[src/rtl/aes_arbiter.sv]
// Round-robin front end that shares one aes_core between two requesters.
// Define AES_ARB_TIMEOUT_EN to abort BUSY after TIMEOUT_CYCLES cycles without core_done.
module aes_arbiter #(
  parameter int TIMEOUT_CYCLES = 64
) (
  input  logic         clk,
  input  logic         reset,
  input  logic [1:0]   req,
  input  logic [127:0] key0,
  input  logic [127:0] plaintext0,
  input  logic [127:0] key1,
  input  logic [127:0] plaintext1,
  output logic [1:0]   ack,
  output logic         rsp_valid,
  output logic         rsp_id,
  output logic [127:0] rsp_data,
  output logic         rsp_timeout,
  output logic         core_load,
  output logic [127:0] core_key,
  output logic [127:0] core_plaintext,
  input  logic         core_done,
  input  logic [127:0] core_cyphertext
);

  typedef enum logic [1:0] {IDLE, LOAD, BUSY, RESP} state_t;

  state_t state, state_next;
  logic   load_second;
  logic   owner;
  logic   last_grant;
  logic   winner;
  logic   capture;
  logic   finish;
  logic   abort;
  logic   expire;

  // On a tie the requester that was not served last wins.
  always_comb begin
    winner = req[1];
    if (req == 2'b11) winner = ~last_grant;
  end

  always_ff @(posedge clk) begin
    if (reset) state <= IDLE;
    else       state <= state_next;
  end

  always_comb begin
    state_next = state;
    capture    = 1'b0;
    finish     = 1'b0;
    abort      = 1'b0;
    case (state)
      IDLE: if (req != 2'b00) begin
        capture    = 1'b1;
        state_next = LOAD;
      end
      LOAD: if (load_second) state_next = BUSY;
      BUSY: if (core_done) begin
        finish     = 1'b1;
        state_next = RESP;
      end else if (expire) begin
        abort      = 1'b1;
        state_next = RESP;
      end
      RESP:    state_next = IDLE;
      default: state_next = IDLE;
    endcase
  end

  // core_done is not looked at during LOAD, so a done level left over from the
  // previous operation cannot be mistaken for this one's result.
  always_ff @(posedge clk) begin
    if (reset) begin
      ack            <= 2'b00;
      rsp_valid      <= 1'b0;
      rsp_id         <= 1'b0;
      rsp_data       <= '0;
      core_load      <= 1'b0;
      core_key       <= '0;
      core_plaintext <= '0;
      owner          <= 1'b0;
      last_grant     <= 1'b1;
      load_second    <= 1'b0;
    end else begin
      ack         <= 2'b00;
      rsp_valid   <= finish | abort;
      core_load   <= (state_next == LOAD);
      load_second <= (state == LOAD) && !load_second;
      if (capture) begin
        owner          <= winner;
        ack            <= winner ? 2'b10 : 2'b01;
        core_key       <= winner ? key1 : key0;
        core_plaintext <= winner ? plaintext1 : plaintext0;
      end
      if (finish | abort) begin
        rsp_id   <= owner;
        rsp_data <= finish ? core_cyphertext : '0;
      end
      if (state == RESP) last_grant <= owner;
    end
  end

`ifdef AES_ARB_TIMEOUT_EN
  localparam int CW = $clog2(TIMEOUT_CYCLES + 1);

  logic [CW-1:0] busy_cnt;

  assign expire = (busy_cnt == CW'(TIMEOUT_CYCLES - 1));

  // Counts BUSY cycles without done; a done arriving on the expiry cycle still wins.
  always_ff @(posedge clk) begin
    if (reset) begin
      busy_cnt    <= '0;
      rsp_timeout <= 1'b0;
    end else begin
      if (state != BUSY)               busy_cnt <= '0;
      else if (!core_done && !expire)  busy_cnt <= busy_cnt + CW'(1);
      if (finish)     rsp_timeout <= 1'b0;
      else if (abort) rsp_timeout <= 1'b1;
    end
  end
`else
  logic unused_timeout_cfg;

  assign expire             = 1'b0;
  assign rsp_timeout        = 1'b0;
  assign unused_timeout_cfg = ^TIMEOUT_CYCLES;
`endif

  ack_onehot: assert property (@(posedge clk) disable iff (reset) $onehot0(ack));
  ack_in_load: assert property (@(posedge clk) disable iff (reset) (ack != 2'b00) |-> (state == LOAD));
  rsp_in_resp: assert property (@(posedge clk) disable iff (reset) rsp_valid |-> (state == RESP));

endmodule

[config.mk]
export PLATFORM = sky130hd
export DESIGN_NAME = aes_arbiter
export DESIGN_NICKNAME = d
export VERILOG_FILES = /design/src/rtl/aes_arbiter.sv
export SDC_FILE = /design/constraint.sdc
export NUM_CORES = 1
export LEC_CHECK = 0
export BUFFER_PORTS_ARGS = -buffer_cell sky130_fd_sc_hd__buf_4
export CAP_MARGIN = 25
export CORE_AREA = 5 5 397 399
export CTS_CLUSTER_DIAMETER = 80
export CTS_CLUSTER_SIZE = 28
export DETAILED_ROUTE_END_ITERATION = 10
export DIE_AREA = 0 0 402 404
export SYNTH_ARGS = -nofsm -noshare
export SYNTH_HDL_FRONTEND = slang
export SYNTH_SLANG_ARGS = --single-unit
[constraint.sdc]
create_clock -name clk -period 2.7 [get_ports clk]
set_clock_uncertainty 0.05 [all_clocks]
set_input_delay 0.135 -clock clk [delete_from_list [all_inputs] [get_ports clk]]
set_output_delay 0.135 -clock clk [all_outputs]
set_load 0.01 [all_outputs]
## After elaboration in Yosys (flattened, before gate mapping)

Index checks and enable logic that the tools add are counted.

- Flip-flop bits (word level): 394
- Input port bits: 645
- Logic and storage cells: 35

- Eq/ne operators: 5
- Mux-type cells: 12
- Bitwise gates (word level): 2
- Reductions and logical operators: 5

Operators with widths:

| operator | number |
|---|---|
| 128-bit two-way mux | 2 |
| 2-bit two-way mux | 4 |
| 2-bit case mux with 4 select lines | 1 |
| 2-bit == test, second input constant | 3 |
| 1-bit two-way mux | 5 |
| 2-bit by 1-bit == test with 1-bit output, second input constant | 2 |
| 2-bit logical NOT | 1 |
| 1-bit NOT | 2 |
| 2-bit nonzero test | 1 |
| 2-bit OR reduction | 1 |
| 1-bit logical AND | 1 |
| 1-bit logical NOT | 1 |

## Logic depth before layout (Yosys ltp)

- Word-level depth: 5
- Gate-level depth with buffers: 7
- Gate-level depth less buffers: 3

## Worst setup path after synthesis

No wires, ideal clock.

- Kind: register to register
- Start: register state[1]
- End: register core_key[0]
- Data arrival time: 1358 ps
- Slack: 1203 ps
- Stages on the path, launching flop included: 7
- Buffers on the path: 3
- Clock period less this slack: 1497 ps
- Cell sequence: dfxtp_1 buf_2 nor2_4 buf_4 clkbuf_1 a21oi_1 a311oi_2

- Word-level cells in the longest chain between the ends: 2

Ends and longest elaborated chain:

| item | line | text |
|---|---|---|
| start: declaration | 27 | `state_t state, state_next;` |
| start signal: assignment | 45 | `else state <= state_next;` |
| 2-bit logical NOT | 53 | `case (state)` |
| 1-bit two-way mux | 53 |  |
| end signal: assignment | 93 | `core_key <= winner ? key1 : key0;` |
| end: declaration | 19 | `output logic [127:0] core_key,` |

No other way between the ends.
A chain may end at the register's enable or synchronous reset.

## Final worst setup path

- Start: register state[1]
- End: register core_key[70]

Same word-level chain as after synthesis.

==> summary by stage <==
Run status
The run finished with clean final reports.

Run
Across the run, the number of max-cap violations was 0.

Global routing
The number of global-route vias before repair came to 23400. The number of antenna violations at the first check in global routing is 29. The total overflow reported by the global router is 0.

For this run, the total global-route usage over all layers was measured as 15.7%. The first global-routing pass estimated 184000 um of wire. Entering global routing, the biggest net connects 150 pins.

Drt
The highest layer used for signal routing is met5. After detailed routing, the average wire length per cell comes to 23.8 um. Before antenna repair, the detailed router went through 7 iterations.

After detailed routing, the number of remaining DRC violations is 0. The via count is 22800. In the final routing, the length of wire on met1 measures 51000 um. Wires add up to 135000 um. The total length of routed met2 wires is 65800 um. The routed design uses 13400 um of met3 wire.

The number of vias per cell is 4.03. For this block, the initial DRC count from the detailed router was 1801. Once detail routing completed, the nets flagged for antenna violations numbered 0.

Logic synthesis
The cell area after synthesis is 17700 um^2. The top cell type by total area after synthesis is sky130_fd_sc_hd__dfxtp_1. The sequential area share after synthesis is 44.6%. The mean instance size in the synthesized netlist is 8.64 um^2. The adder-cell area share of the yosys netlist is 0%. Ranked by total cell area, the synthesized netlist is headed by sky130_fd_sc_hd__dfxtp_1 45%, sky130_fd_sc_hd__a311oi_2 20%, sky130_fd_sc_hd__nand2_1 16%, sky130_fd_sc_hd__a21oi_1 11%, sky130_fd_sc_hd__clkbuf_1 3.3%. The count of state elements after synthesis is 394. Summing the areas of all and, or, nand and nor instances in the mapped netlist gives 16.8% of the synthesized area.

The synthesized netlist cell count is 2048. The net count of the mapped netlist is 2693. After Yosys synthesis, XOR and XNOR cells account for 0% of the synthesized area. The multiplexer fraction of the synthesized cell area is 0.0637%. By area, the combinational part of the netlist is dominated by compound AO/OA/AOI/OAI gates.

Summing the areas of all compound-gate instances in the mapped netlist gives 32.5% of the synthesized area. The share of synthesized area in the top cell type comes to 44.6%. During synthesis, Yosys emitted a total of 0 warnings. The post-synthesis cell type count is 27.

CTS
The number of clock buffers inserted by TritonCTS is 36. The buffer count from post-CTS setup fixing is 0. Clock-pin slew was measured on the worst setup and hold paths at 90 ps. The clock passes through at most 3 buffers. The cell chosen for the clock root is sky130_fd_sc_hd__clkbuf_16. TritonCTS built the clock tree. CTS saw 394 sinks. At the later pin of the worst-skew pair, clock insertion delay measures 600 ps. The H-tree depth reported by CTS is 2.

Worst hold path
The tightest min-delay check is of the primary input to register type.

Layout
The area added between synthesis and finish is 100%. Cells fill 23.1% of the core in the end. The share of final-layout standard cells stronger than drive strength 1 is 38.5%. The filler-free cell count of the finished design is 5674. Fill cells in the final layout number 16700.

The final layout contains 4237 nets. The final cell area excluding filler cells is 35400 um^2.

Floorplan
The total die area is 162000 um^2. The area of the core is 154000 um^2. The initial standard-cell utilization of the core is 11.5%. The total number of placement rows is 144.

The die is 402 um wide. In this run the count of I/O pins placed on the die edge is 1035. Measured along the y axis, the die boundary spans 404 um.

Timing
Of the available clock period, the critical path in the final layout requires 98.5%. The clock period minus worst slack is 2660 ps. In the final timing run, aggregate negative setup slack is 0 ps. The final count of negative-setup-slack endpoints is 0. At the pin with the least slew margin, the transition time is 1180 ps.

Hold timing on the final database bottoms out at a slack of 101 ps. The relative max-transition margin is 21.7%. Setup repair after global routing left no endpoint under its margin. The number of max-slew violations in the final report is 0.

After layout, the worst setup slack is 41.3 ps. The number of hold violations in the final report is 0. The highest achievable clock rate is 376 MHz.

Power
The ratio of total power to cell area is 591 nW/um^2. The design draws 20.9 mW. IR analysis of the VDD net gives a maximum drop of 0.647 mV. The internal power of the cells totals 13.2 mW.

The clock network fraction of design power is 28.2%. The reported leakage power is 14.8 nW. Summed over all nets, the switching power comes to 7.71 mW.

In this run switching power makes up 36.9% of total power. Sequential cells account for 33.7% of the total power. In this run, the combinational gates consume 38.1% of the power.

Setup path
The worst stage delay on the critical path is 600 ps. The worst setup path is captured at a register. Walking the worst path, the cells encountered are nor2_4, buf_12, a21oi_1, a311oi_2, dlygate4sd3_1. In this run the worst path has a maximum fanout of 149. The element type at the critical path start is a register. The worst setup path is of the register to register kind.

The largest individual stage delay along the critical path comes from the cell sky130_fd_sc_hd__dlygate4sd3_1. STA puts the critical path data required time at 3210 ps. The arrival time of the worst setup path is 3170 ps.

Place
The total of buffers placed on input and output ports is 1033. After detailed placement, the total cell area comes to 27700 um^2. The wire-length estimate of the detail-placed layout is 105000 um. Counting tap cells, the placed design contains a total of 4956 instances. The setup slack at placement is 724 ps. The placer's final routability congestion estimate is 0.940.
## power by group through the flow
stage,Sequential (mW),Clock [mW],Combinational (mW)
after floorplan,7.40,0,2.84
after global placement,7.14,0,6.52
after detailed placement,7.16,0,6.58
after CTS,7.04,6.15,8.02
after global routing,7.13,6.31,8.53
final,7.06,5.90,7.97
## layout make-up
type                            count  area (um^2)  area share (%)
Clock buffer                       39          932            2.63
Clock inverter                     27          362            1.02
Multi-Input combinational cell   1436         8750            24.7
Tap cell                         2044         2560            7.22
Sequential cell                   394         7890            22.3
Timing Repair Buffer             1724        14900            42.1
Antenna cell                       10         25.0          0.0706
## cells by family after synthesis
| group | after synthesis |
|---|---|
| AND/OR/NAND/NOR | 784 |
| AO/OA/AOI/OAI | 650 |
| flip-flops | 394 |
| buffers and inverters | 218 |
| multiplexers | 1 |
| other | 1 |
## placed cells by master (no fill, tap or decap), types with 2 or more instances in the layout
cell,count
sky130_fd_sc_hd__dfxtp_1,394
sky130_fd_sc_hd__clkbuf_8,2
sky130_fd_sc_hd__a21oi_1,387
sky130_fd_sc_hd__nor3_1,3
sky130_fd_sc_hd__a311oi_2,240
sky130_fd_sc_hd__a311oi_1,16
sky130_fd_sc_hd__buf_12,28
sky130_fd_sc_hd__inv_16,5
sky130_fd_sc_hd__inv_12,3
sky130_fd_sc_hd__inv_8,9
sky130_fd_sc_hd__nand2_1,772
sky130_fd_sc_hd__diode_2,10
sky130_fd_sc_hd__clkbuf_16,36
sky130_fd_sc_hd__clkinvlp_4,2
sky130_fd_sc_hd__nor2_1,2
sky130_fd_sc_hd__dlygate4sd3_1,642
sky130_fd_sc_hd__clkinv_8,4
sky130_fd_sc_hd__inv_6,2
sky130_fd_sc_hd__buf_4,1053
## cells in the mapped netlist, drive strengths merged
library cell and count:
a211oi 1, a21bo 2, a21boi 2, a21oi 387
a311o 1, a311oi 256, and2 1, and3b 1
buf 61, clkbuf 157, conb 1, dfxtp 394
mux2 1, nand2 772, nand2b 1, nand3 1
nand3b 1, nor2 3, nor3 3, o21bai 1
or2 1
## flip-flops by register name, indices dropped and copies added, names as in the netlist, 2 cells and up
signal / count
ack: 2
core_key: 128
rsp_data: 128
state: 2
core_plaintext: 128
## final timing paths
path | slack (ps) | start | end | depth (start not counted)
max | 40 | state[1] | core_key[70] | 5
min | 100 | reset | rsp_data[82] | 2
max reg2reg | 40 | state[1] | core_key[70] | 5
min reg2reg | 410 | rsp_data[59] | rsp_data[59] | 2
## layer usage
layer	up-vias	GRT usage, %
li1	10300	-
met1	11200	17.8
met2	1071	27.0
met3	232	6.23
met4	18	4.87
met5	-	0
## worst max-delay path, delay by kind of cell, from the launching register on
kind | cells | cell delay [ps]
DFF | 1 | 400
AOI/OAI and AO/OA | 2 | 560
and+or+nand+nor | 1 | 220
buffers and inverters | 2 | 900
## timing repair
| action | 4_1_cts | 5_1_grt |
|---|---|---|
| resized for setup | 0 | 0 |
| hold buffers | 642 | 0 |
| hold endpoints to repair | 385 | 0 |
| setup endpoints to repair | 0 | 0 |
Note: power is estimated with default switching activity, not from simulation.
